`config.mk`:
```
export PLATFORM = sky130hd
export DESIGN_NAME = mem_write_post_fifo_flat
export DESIGN_NICKNAME = d
export VERILOG_FILES = /design/src/rtl/mem_write_post_pkg.sv /design/src/rtl/mem_port_if.sv /design/src/rtl/mem_write_post_fifo_fifo.sv /design/src/rtl/mem_write_post_fifo.sv /design/src/flat_wrapper.sv
export SDC_FILE = /design/constraint.sdc
export NUM_CORES = 1
export LEC_CHECK = 0
export CAP_MARGIN = 20
export CORE_ASPECT_RATIO = 1.25
export CORE_MARGIN = 10
export CORE_UTILIZATION = 45
export DETAILED_ROUTE_END_ITERATION = 7
export HOLD_SLACK_MARGIN = 0.03
export MAX_ROUTING_LAYER = met4
export PLACE_DENSITY_LB_ADDON = 0.05
export SYNTH_ARGS = -nofsm -noshare
export SYNTH_HDL_FRONTEND = slang
export SYNTH_SLANG_ARGS = --single-unit
```
`constraint.sdc`:
```
create_clock -name clk -period 3.1 [get_ports clk]
set_input_delay 0.93 -clock clk [delete_from_list [all_inputs] [get_ports clk]]
set_output_delay 0.93 -clock clk [all_outputs]
set_load 0.01 [all_outputs]
```
`src/rtl/mem_write_post_pkg.sv`:
```
`timescale 1ns/1ps
// mem_write_post_pkg: shared types and constants for the write-posting buffer.
package mem_write_post_pkg;

    typedef enum logic [1:0] {
        IDLE  = 2'd0,
        ISSUE = 2'd1,
        WAIT  = 2'd2
    } post_state_t;

    // Byte-enable pattern for each byte lane (index = byte address bit 0)
    localparam logic [1:0] LANE_BYTE_EN [2] = '{2'b01, 2'b10};

    // FIFO entry layout, MSB to LSB: {word addr, byte, lane}
    localparam int ENTRY_DATA_W = 8;

    function automatic int entry_width(input int addr_w);
        return addr_w + ENTRY_DATA_W + 1;
    endfunction

endpackage

```
`src/rtl/mem_port_if.sv`:
```
`timescale 1ns/1ps
// mem_port_if: one SDRAM controller memory port (client drives requests).
interface mem_port_if #(
    parameter int ADDR_WIDTH = 12,
    parameter int DATA_WIDTH = 16,
    parameter int DQM_WIDTH  = 2
);
    logic                  wr;
    logic                  rd;
    logic                  burst;
    logic [ADDR_WIDTH-1:0] addr;
    logic [DATA_WIDTH-1:0] data;
    logic [DQM_WIDTH-1:0]  byte_en;
    logic [DATA_WIDTH-1:0] q;
    logic                  available;
    logic                  ready;

    modport client (output wr, rd, burst, addr, data, byte_en,
                    input  q, available, ready);
    modport ctrl   (input  wr, rd, burst, addr, data, byte_en,
                    output q, available, ready);
endinterface

```
`src/rtl/mem_write_post_fifo_fifo.sv`:
```
`timescale 1ns/1ps
// post_fifo: synchronous FIFO with RAM storage and a registered head entry.
// head_next_o exposes the entry behind the head so a pop can reload at once.
module post_fifo #(
    parameter int WIDTH      = 21,
    parameter int DEPTH_LOG2 = 4
) (
    input  logic                  clk,
    input  logic                  rst_n,
    input  logic                  push_i,
    input  logic [WIDTH-1:0]      data_i,
    input  logic                  pop_i,
    output logic [DEPTH_LOG2:0]   count_o,
    output logic [DEPTH_LOG2:0]   count_next_o,
    output logic [WIDTH-1:0]      head_o,
    output logic [WIDTH-1:0]      head_next_o
);
    localparam int DEPTH = 1 << DEPTH_LOG2;
    localparam logic [DEPTH_LOG2:0] CNT_ZERO = '0;
    localparam logic [DEPTH_LOG2:0] CNT_ONE  = (DEPTH_LOG2+1)'(1);

    logic [WIDTH-1:0]      ram_q [DEPTH];
    logic [DEPTH_LOG2-1:0] wr_ptr_q, wr_ptr_d;
    logic [DEPTH_LOG2-1:0] rd_ptr_q, rd_ptr_d;
    logic [DEPTH_LOG2:0]   count_q, count_d;
    logic [WIDTH-1:0]      head_q, head_d;
    logic                  do_pop;

    assign do_pop      = pop_i && (count_q != CNT_ZERO);
    assign head_next_o = ram_q[rd_ptr_q + 1'b1];

    // Pointer, occupancy and head next-state
    always_comb begin
        wr_ptr_d = wr_ptr_q;
        rd_ptr_d = rd_ptr_q;
        count_d  = count_q;
        head_d   = head_q;
        if (push_i) wr_ptr_d = wr_ptr_q + 1'b1;
        if (do_pop) rd_ptr_d = rd_ptr_q + 1'b1;
        case ({push_i, do_pop})
            2'b10:   count_d = count_q + CNT_ONE;
            2'b01:   count_d = count_q - CNT_ONE;
            default: count_d = count_q;
        endcase
        if (do_pop && (count_q > CNT_ONE)) begin
            head_d = head_next_o;
        end else if (push_i && ((count_q == CNT_ZERO) || (do_pop && (count_q == CNT_ONE)))) begin
            // Queue is (or becomes) empty: the incoming entry is the new head
            head_d = data_i;
        end
    end

    // Storage write; no reset so it maps onto RAM
    always_ff @(posedge clk) begin
        if (push_i) ram_q[wr_ptr_q] <= data_i;
    end

    // Control and head registers
    always_ff @(posedge clk or negedge rst_n) begin
        if (!rst_n) begin
            wr_ptr_q <= '0;
            rd_ptr_q <= '0;
            count_q  <= '0;
            head_q   <= '0;
        end else begin
            wr_ptr_q <= wr_ptr_d;
            rd_ptr_q <= rd_ptr_d;
            count_q  <= count_d;
            head_q   <= head_d;
        end
    end

    assign count_o      = count_q;
    assign count_next_o = count_d;
    assign head_o       = head_q;
endmodule

```
`src/rtl/mem_write_post_fifo.sv`:
```
`timescale 1ns/1ps
// mem_write_post_fifo: posts unstallable byte writes into a FIFO and drains
// them as masked 16-bit writes on a memory port.
// Optional statistics outputs (drop_count_o, high_water_o) are built when
// MEM_WRITE_POST_STATS_EN is defined.
module mem_write_post_fifo
    import mem_write_post_pkg::*;
#(
    parameter int PORT_ADDR_WIDTH = 12,
    parameter int DATA_WIDTH      = 16,
    parameter int DQM_WIDTH       = 2,
    parameter int FIFO_DEPTH_LOG2 = 4
) (
    input  logic                       clk,
    input  logic                       rst_n,
    input  logic                       wr_valid_i,
    input  logic [PORT_ADDR_WIDTH:0]   wr_addr_i,
    input  logic [7:0]                 wr_data_i,
    output logic                       overflow_o,
    output logic                       busy_o,
`ifdef MEM_WRITE_POST_STATS_EN
    output logic [15:0]                drop_count_o,
    output logic [FIFO_DEPTH_LOG2:0]   high_water_o,
`endif
    mem_port_if.client                 mem
);
    localparam int ENTRY_W = entry_width(PORT_ADDR_WIDTH);
    localparam int DEPTH   = 1 << FIFO_DEPTH_LOG2;
    localparam logic [FIFO_DEPTH_LOG2:0] CNT_DEPTH = (FIFO_DEPTH_LOG2+1)'(DEPTH);
    localparam logic [FIFO_DEPTH_LOG2:0] CNT_ONE   = (FIFO_DEPTH_LOG2+1)'(1);
    localparam logic [FIFO_DEPTH_LOG2:0] CNT_ZERO  = '0;

    post_state_t                state_q, state_d;
    logic                       wr_q, wr_d;
    logic [PORT_ADDR_WIDTH-1:0] addr_q, addr_d;
    logic [DATA_WIDTH-1:0]      data_q, data_d;
    logic [DQM_WIDTH-1:0]       be_q, be_d;
    logic                       ovf_q, busy_q, busy_d;

    logic                       push, pop, drop, room;
    logic                       load_en;
    logic [ENTRY_W-1:0]         load_e, entry_in;
    logic [ENTRY_W-1:0]         fifo_head, fifo_head_next;
    logic [FIFO_DEPTH_LOG2:0]   fifo_count, fifo_count_next;

    assign entry_in = {wr_addr_i[PORT_ADDR_WIDTH:1], wr_data_i, wr_addr_i[0]};
    // A full queue still takes a write when the head leaves in the same cycle
    assign room     = (fifo_count < CNT_DEPTH) || pop;
    assign push     = wr_valid_i && room;
    assign drop     = wr_valid_i && !room;
    assign busy_d   = (fifo_count_next != CNT_ZERO) || (state_d != IDLE);

    post_fifo #(
        .WIDTH      (ENTRY_W),
        .DEPTH_LOG2 (FIFO_DEPTH_LOG2)
    ) u_fifo (
        .clk          (clk),
        .rst_n        (rst_n),
        .push_i       (push),
        .data_i       (entry_in),
        .pop_i        (pop),
        .count_o      (fifo_count),
        .count_next_o (fifo_count_next),
        .head_o       (fifo_head),
        .head_next_o  (fifo_head_next)
    );

    // Drain FSM: issue head, wait for acceptance, then for completion
    always_comb begin
        state_d = state_q;
        wr_d    = wr_q;
        addr_d  = addr_q;
        data_d  = data_q;
        be_d    = be_q;
        pop     = 1'b0;
        load_en = 1'b0;
        load_e  = fifo_head;
        case (state_q)
            IDLE: begin
                if (fifo_count != CNT_ZERO) begin
                    load_en = 1'b1;
                    state_d = ISSUE;
                end
            end
            ISSUE: begin
                if (mem.available) begin
                    wr_d    = 1'b0;
                    state_d = WAIT;
                end
            end
            WAIT: begin
                if (mem.ready) begin
                    pop = 1'b1;
                    if (fifo_count > CNT_ONE) begin
                        load_e  = fifo_head_next;
                        load_en = 1'b1;
                        state_d = ISSUE;
                    end else begin
                        state_d = IDLE;
                    end
                end
            end
            default: state_d = IDLE;
        endcase
        if (load_en) begin
            wr_d   = 1'b1;
            addr_d = load_e[ENTRY_W-1:ENTRY_DATA_W+1];
            data_d = {(DATA_WIDTH/8){load_e[ENTRY_DATA_W:1]}};
            be_d   = LANE_BYTE_EN[load_e[0]];
        end
    end

    // State, port drive, overflow pulse and busy flag registers
    always_ff @(posedge clk or negedge rst_n) begin
        if (!rst_n) begin
            state_q <= IDLE;
            wr_q    <= 1'b0;
            addr_q  <= '0;
            data_q  <= '0;
            be_q    <= '0;
            ovf_q   <= 1'b0;
            busy_q  <= 1'b0;
        end else begin
            state_q <= state_d;
            wr_q    <= wr_d;
            addr_q  <= addr_d;
            data_q  <= data_d;
            be_q    <= be_d;
            ovf_q   <= drop;
            busy_q  <= busy_d;
        end
    end

`ifdef MEM_WRITE_POST_STATS_EN
    logic [15:0]              drop_cnt_q;
    logic [FIFO_DEPTH_LOG2:0] high_q;

    // Saturating drop counter and peak occupancy since reset
    always_ff @(posedge clk or negedge rst_n) begin
        if (!rst_n) begin
            drop_cnt_q <= '0;
            high_q     <= '0;
        end else begin
            if (drop && (drop_cnt_q != 16'hFFFF)) drop_cnt_q <= drop_cnt_q + 16'd1;
            if (fifo_count_next > high_q) high_q <= fifo_count_next;
        end
    end

    assign drop_count_o = drop_cnt_q;
    assign high_water_o = high_q;
`endif

    assign mem.wr      = wr_q;
    assign mem.rd      = 1'b0;
    assign mem.burst   = 1'b0;
    assign mem.addr    = addr_q;
    assign mem.data    = data_q;
    assign mem.byte_en = be_q;
    assign overflow_o  = ovf_q;
    assign busy_o      = busy_q;
endmodule

```
`src/flat_wrapper.sv`:
```
// flat-port wrapper written by rule: the top's interface ports become plain ports
module mem_write_post_fifo_flat import mem_write_post_pkg::*;
#(
    parameter int PORT_ADDR_WIDTH = 12,
    parameter int DATA_WIDTH      = 16,
    parameter int DQM_WIDTH       = 2,
    parameter int FIFO_DEPTH_LOG2 = 4
)
  (clk, rst_n, wr_valid_i, wr_addr_i, wr_data_i, overflow_o, busy_o, mem_wr, mem_rd, mem_burst, mem_addr, mem_data, mem_byte_en, mem_q, mem_available, mem_ready);
  mem_port_if #(.ADDR_WIDTH((12)), .DATA_WIDTH(DATA_WIDTH), .DQM_WIDTH(DQM_WIDTH)) mem_i ();
  input  logic clk;
  input  logic rst_n;
  input  logic wr_valid_i;
  input  logic [PORT_ADDR_WIDTH:0] wr_addr_i;
  input  logic [7:0] wr_data_i;
  output logic overflow_o;
  output logic busy_o;
  output wire logic [$bits(mem_i.wr)-1:0] mem_wr;
  output wire logic [$bits(mem_i.rd)-1:0] mem_rd;
  output wire logic [$bits(mem_i.burst)-1:0] mem_burst;
  output wire logic [$bits(mem_i.addr)-1:0] mem_addr;
  output wire logic [$bits(mem_i.data)-1:0] mem_data;
  output wire logic [$bits(mem_i.byte_en)-1:0] mem_byte_en;
  input wire logic [$bits(mem_i.q)-1:0] mem_q;
  input wire logic [$bits(mem_i.available)-1:0] mem_available;
  input wire logic [$bits(mem_i.ready)-1:0] mem_ready;
  assign mem_wr = mem_i.wr;
  assign mem_rd = mem_i.rd;
  assign mem_burst = mem_i.burst;
  assign mem_addr = mem_i.addr;
  assign mem_data = mem_i.data;
  assign mem_byte_en = mem_i.byte_en;
  assign mem_i.q = mem_q;
  assign mem_i.available = mem_available;
  assign mem_i.ready = mem_ready;
  mem_write_post_fifo #(.PORT_ADDR_WIDTH(PORT_ADDR_WIDTH), .DATA_WIDTH(DATA_WIDTH), .DQM_WIDTH(DQM_WIDTH), .FIFO_DEPTH_LOG2(FIFO_DEPTH_LOG2)) u_core (.clk(clk), .rst_n(rst_n), .wr_valid_i(wr_valid_i), .wr_addr_i(wr_addr_i), .wr_data_i(wr_data_i), .overflow_o(overflow_o), .busy_o(busy_o), .mem(mem_i));
endmodule
```
==> flow_metrics.tcl <==
set metrics [dict create \
    io_buffers 58 \
    grt_max_degree 85 \
    viasPerCell 5.664 \
    drive_above_1_share_pct 23.08 \
    cts_buffer_depth 3 \
    avgSynthCellArea_um2 19.41 \
    maxSlewHeadroom_pct 25.95 \
    async_flop_share_pct 15.37 \
    final_cell_mix "edfxtp_1 (336), mux4_2 (83), dfrtp_1 (60)" \
    cp-start-kind "register" \
    max-vdd-ir-drop_mv 0.5237 \
    drt_iter0_drc 498 \
    die-area_mm2 0.04348 \
    dp_hpwl_um 21640 \
    hold_path_class "in -> async" \
    postCtsSetupBuffers 0 \
    cp-startpoint "u_core.u_fifo.rd_ptr_q[0]" \
    grt_antenna_before_repair 0 \
    dr.pass1.iters 5 \
    netSwitchingPower_w 0.005885 \
    path_clk_slew_ps 60 \
    drv_cap 0 \
    slew_viol_final 0 \
    rr_worst_depth 6 \
    finalSetupTns_ps 0 \
    power.total_w 0.01830 \
    area_growth_pct 17.24 \
    pin_count 77 \
    syn_area_mm2 0.01597 \
    ys_seq_area_share_pct 72.72 \
    wl_um 35490 \
    core_mm2 0.03526 \
    postSynthCellCount 823 \
    finalCritPeriodShare_pct 85.96 \
    fmax_mhz 375.3 \
    clock_latency_ps 550 \
    grt_overflow 0 \
    netlist-cell-type-count 49 \
    reg2reg_slack_ps 440 \
    worst_pin_slew_ps 1111 \
    grt_pass1_vias 8613 \
    cts_tree "done" \
    cp_data_arrival_time_ps 3120 \
    min_period_ps 2665 \
    grt_pass1_wl_um 53520 \
    cts_buffers 41 \
    p_per_area_mw_per_mm2 977.2 \
    start_util_pct 45.30 \
    swShare_pct 32.16 \
    vias 8065 \
    seqPwrFrac_pct 38.4 \
    intPower_w 0.01241 \
    fp.dieW_um 188.5 \
    rows 77 \
    ys.flop_type "edfxtp_1" \
    cp-end-kind "register" \
    ys.warnings.count 0 \
    hold_buffers 0 \
    final.setup_skew_ps 20.18 \
    maxUsedRoutingLayer "met4" \
    die_h_um 230.6 \
    hold_violations 0 \
    worstReg2RegStart "u_core.u_fifo.rd_ptr_q[0]" \
    rsz0062_at_grt "false" \
    wl_met1_um 15330 \
    run_status "complete, no violations" \
    critPathKind "reg -> reg" \
    nets 969 \
    grt_usage_pct 16.77 \
    drtAntennaViolNets 0 \
    combPwrFrac_pct 35.5 \
    final_common_cell "edfxtp_1" \
    wl_met3_um 1519 \
    post_cts_resized 0 \
    cellLeakagePower_nw 6.421 \
    synth_seq_cells 397 \
    routedWlPerCell_um 24.92 \
    p_clk_share_pct 26.0 \
    synth-edff-count 336 \
    setup_viol 0 \
    root_buffer "clkbuf_16" \
    met2_length_um 18070 \
    drc 0 \
    r2r_end "u_core.mem.addr[7]" \
    critical_path.endpoint "u_core.mem.addr[7]" \
    crit_fanout 13 \
    cts.sinks 397 \
    required_ps 3550 \
    cts.htree.levels 2 \
    place_congestion 0.7623 \
]
per-layer routing:
layer,up-vias,GRT usage (%)
met5,-,-
met4,0,4.049
met3,46,2.685
met2,198,27.74
met1,4322,21.38
li1,3499,-
Yosys cell counts, types with 3 or more instances:
cell type / n / area share [%]
edfxtp_1: 336 / 63
mux4_2: 83 / 12
dfrtp_1: 61 / 9.6
inv_1: 52 / 1.2
mux2i_1: 43 / 2.7
o22ai_1: 25 / 0.98
a22oi_1: 23 / 1.1
a221oi_2: 21 / 2.0
o21ai_1: 21 / 0.66
buf_4: 18 / 0.85
nand2_1: 15 / 0.35
and2_1: 14 / 0.55
buf_2: 13 / 0.41
clkbuf_1: 12 / 0.28
ha_1: 11 / 0.86
nor2_1: 7 / 0.16
o21ai_0: 6 / 0.19
xnor2_1: 6 / 0.33
and4_1: 4 / 0.22
buf_12: 4 / 0.50
buf_1: 3 / 0.070
nand2b_1: 3 / 0.12
nand3b_1: 3 / 0.14
nand4_1: 3 / 0.12
nor3_1: 3 / 0.094
area by class of cell:
type	count	area (µm²)
Clock buffer	55	1099
Timing Repair Buffer	101	1149
Fill cell	2845	16530
Antenna cell	1	2.502
Inverter	53	198.9
Clock inverter	21	209.0
Tap cell	474	593.1
Sequential cell	397	11620
Multi-Input combinational cell	322	3856
registers in the layout (all words and copies together), names as in the netlist, 4 cells and up:
| signal | count |
|---|---|
| u_core.u_fifo.rd_ptr_q | 4 |
| u_core.mem.data | 8 |
| u_core.u_fifo.count_o | 5 |
| u_core.mem.addr | 12 |
| u_core.u_fifo.wr_ptr_q | 4 |
| u_core.u_fifo.ram_q | 336 |
| u_core.u_fifo.head_o | 21 |
logic make-up (layout without fill, tap and decap cells):
family	after synthesis	after routing	synth area share, %
flip-flops	397	397	72.72
multiplexers	128	128	14.63
AO/OA/AOI/OAI	112	112	5.679
buffers and inverters	105	230	3.494
AND/OR/NAND/NOR	63	63	2.256
adder cells (fa/ha/maj)	11	11	0.8617
XOR/XNOR	6	6	0.3290
other	1	3	0.02348
critical path, cell delays in order (launching register included):
cell      delay, ps
dfrtp_4         540
a21bo_2         240
and2_1          190
o22ai_2         900
buf_4           380
a221oi_2        150
o21ai_1         170
per-stage QoR:
| stage | instances | hold WS, ps | cell area (µm²) | utilization [%] | setup slack, ps |
|---|---|---|---|---|---|
| floorplan | 824 | 478.3 | 15980 | - | 292.3 |
| global placement | 1347 | 465.1 | 17420 | 49.39 | 42.39 |
| detailed placement | 1347 | 473.4 | 17420 | 49.39 | 37.85 |
| CTS | 1423 | 386.9 | 18720 | 53.10 | 417.4 |
| global route | 1423 | 408.0 | 18720 | 53.10 | 340.0 |
| finish | 1424 | 384.6 | 18730 | 53.11 | 435.3 |
power by group through the flow:
stage | registers (W) | logic (W) | clock network, W
2_1_floorplan | 0.00705 | 0.00446 | 0
3_3_place_gp | 0.00708 | 0.00648 | 0
3_5_place_dp | 0.00714 | 0.00662 | 0
4_1_cts | 0.00704 | 0.00663 | 0.00490
5_1_grt | 0.00712 | 0.00708 | 0.00509
6_report | 0.00703 | 0.00650 | 0.00477
how the worst min path moves through the flow:
stage / startpoint / slack (ps) / cells past startpoint / endpoint
finish: rst_n / 380 / 2 / u_core.u_fifo.head_o[10]
global route: rst_n / 410 / 2 / u_core.mem.addr[1]
CTS: rst_n / 390 / 2 / u_core.u_fifo.head_o[10]
detailed placement: u_core.mem.wr / 470 / 2 / u_core.mem.wr
global placement: u_core.mem.wr / 470 / 2 / u_core.mem.wr
floorplan: u_core.u_fifo.head_o[9] / 480 / 2 / u_core.mem.addr[0]
Note: power is estimated with default switching activity, not from simulation.
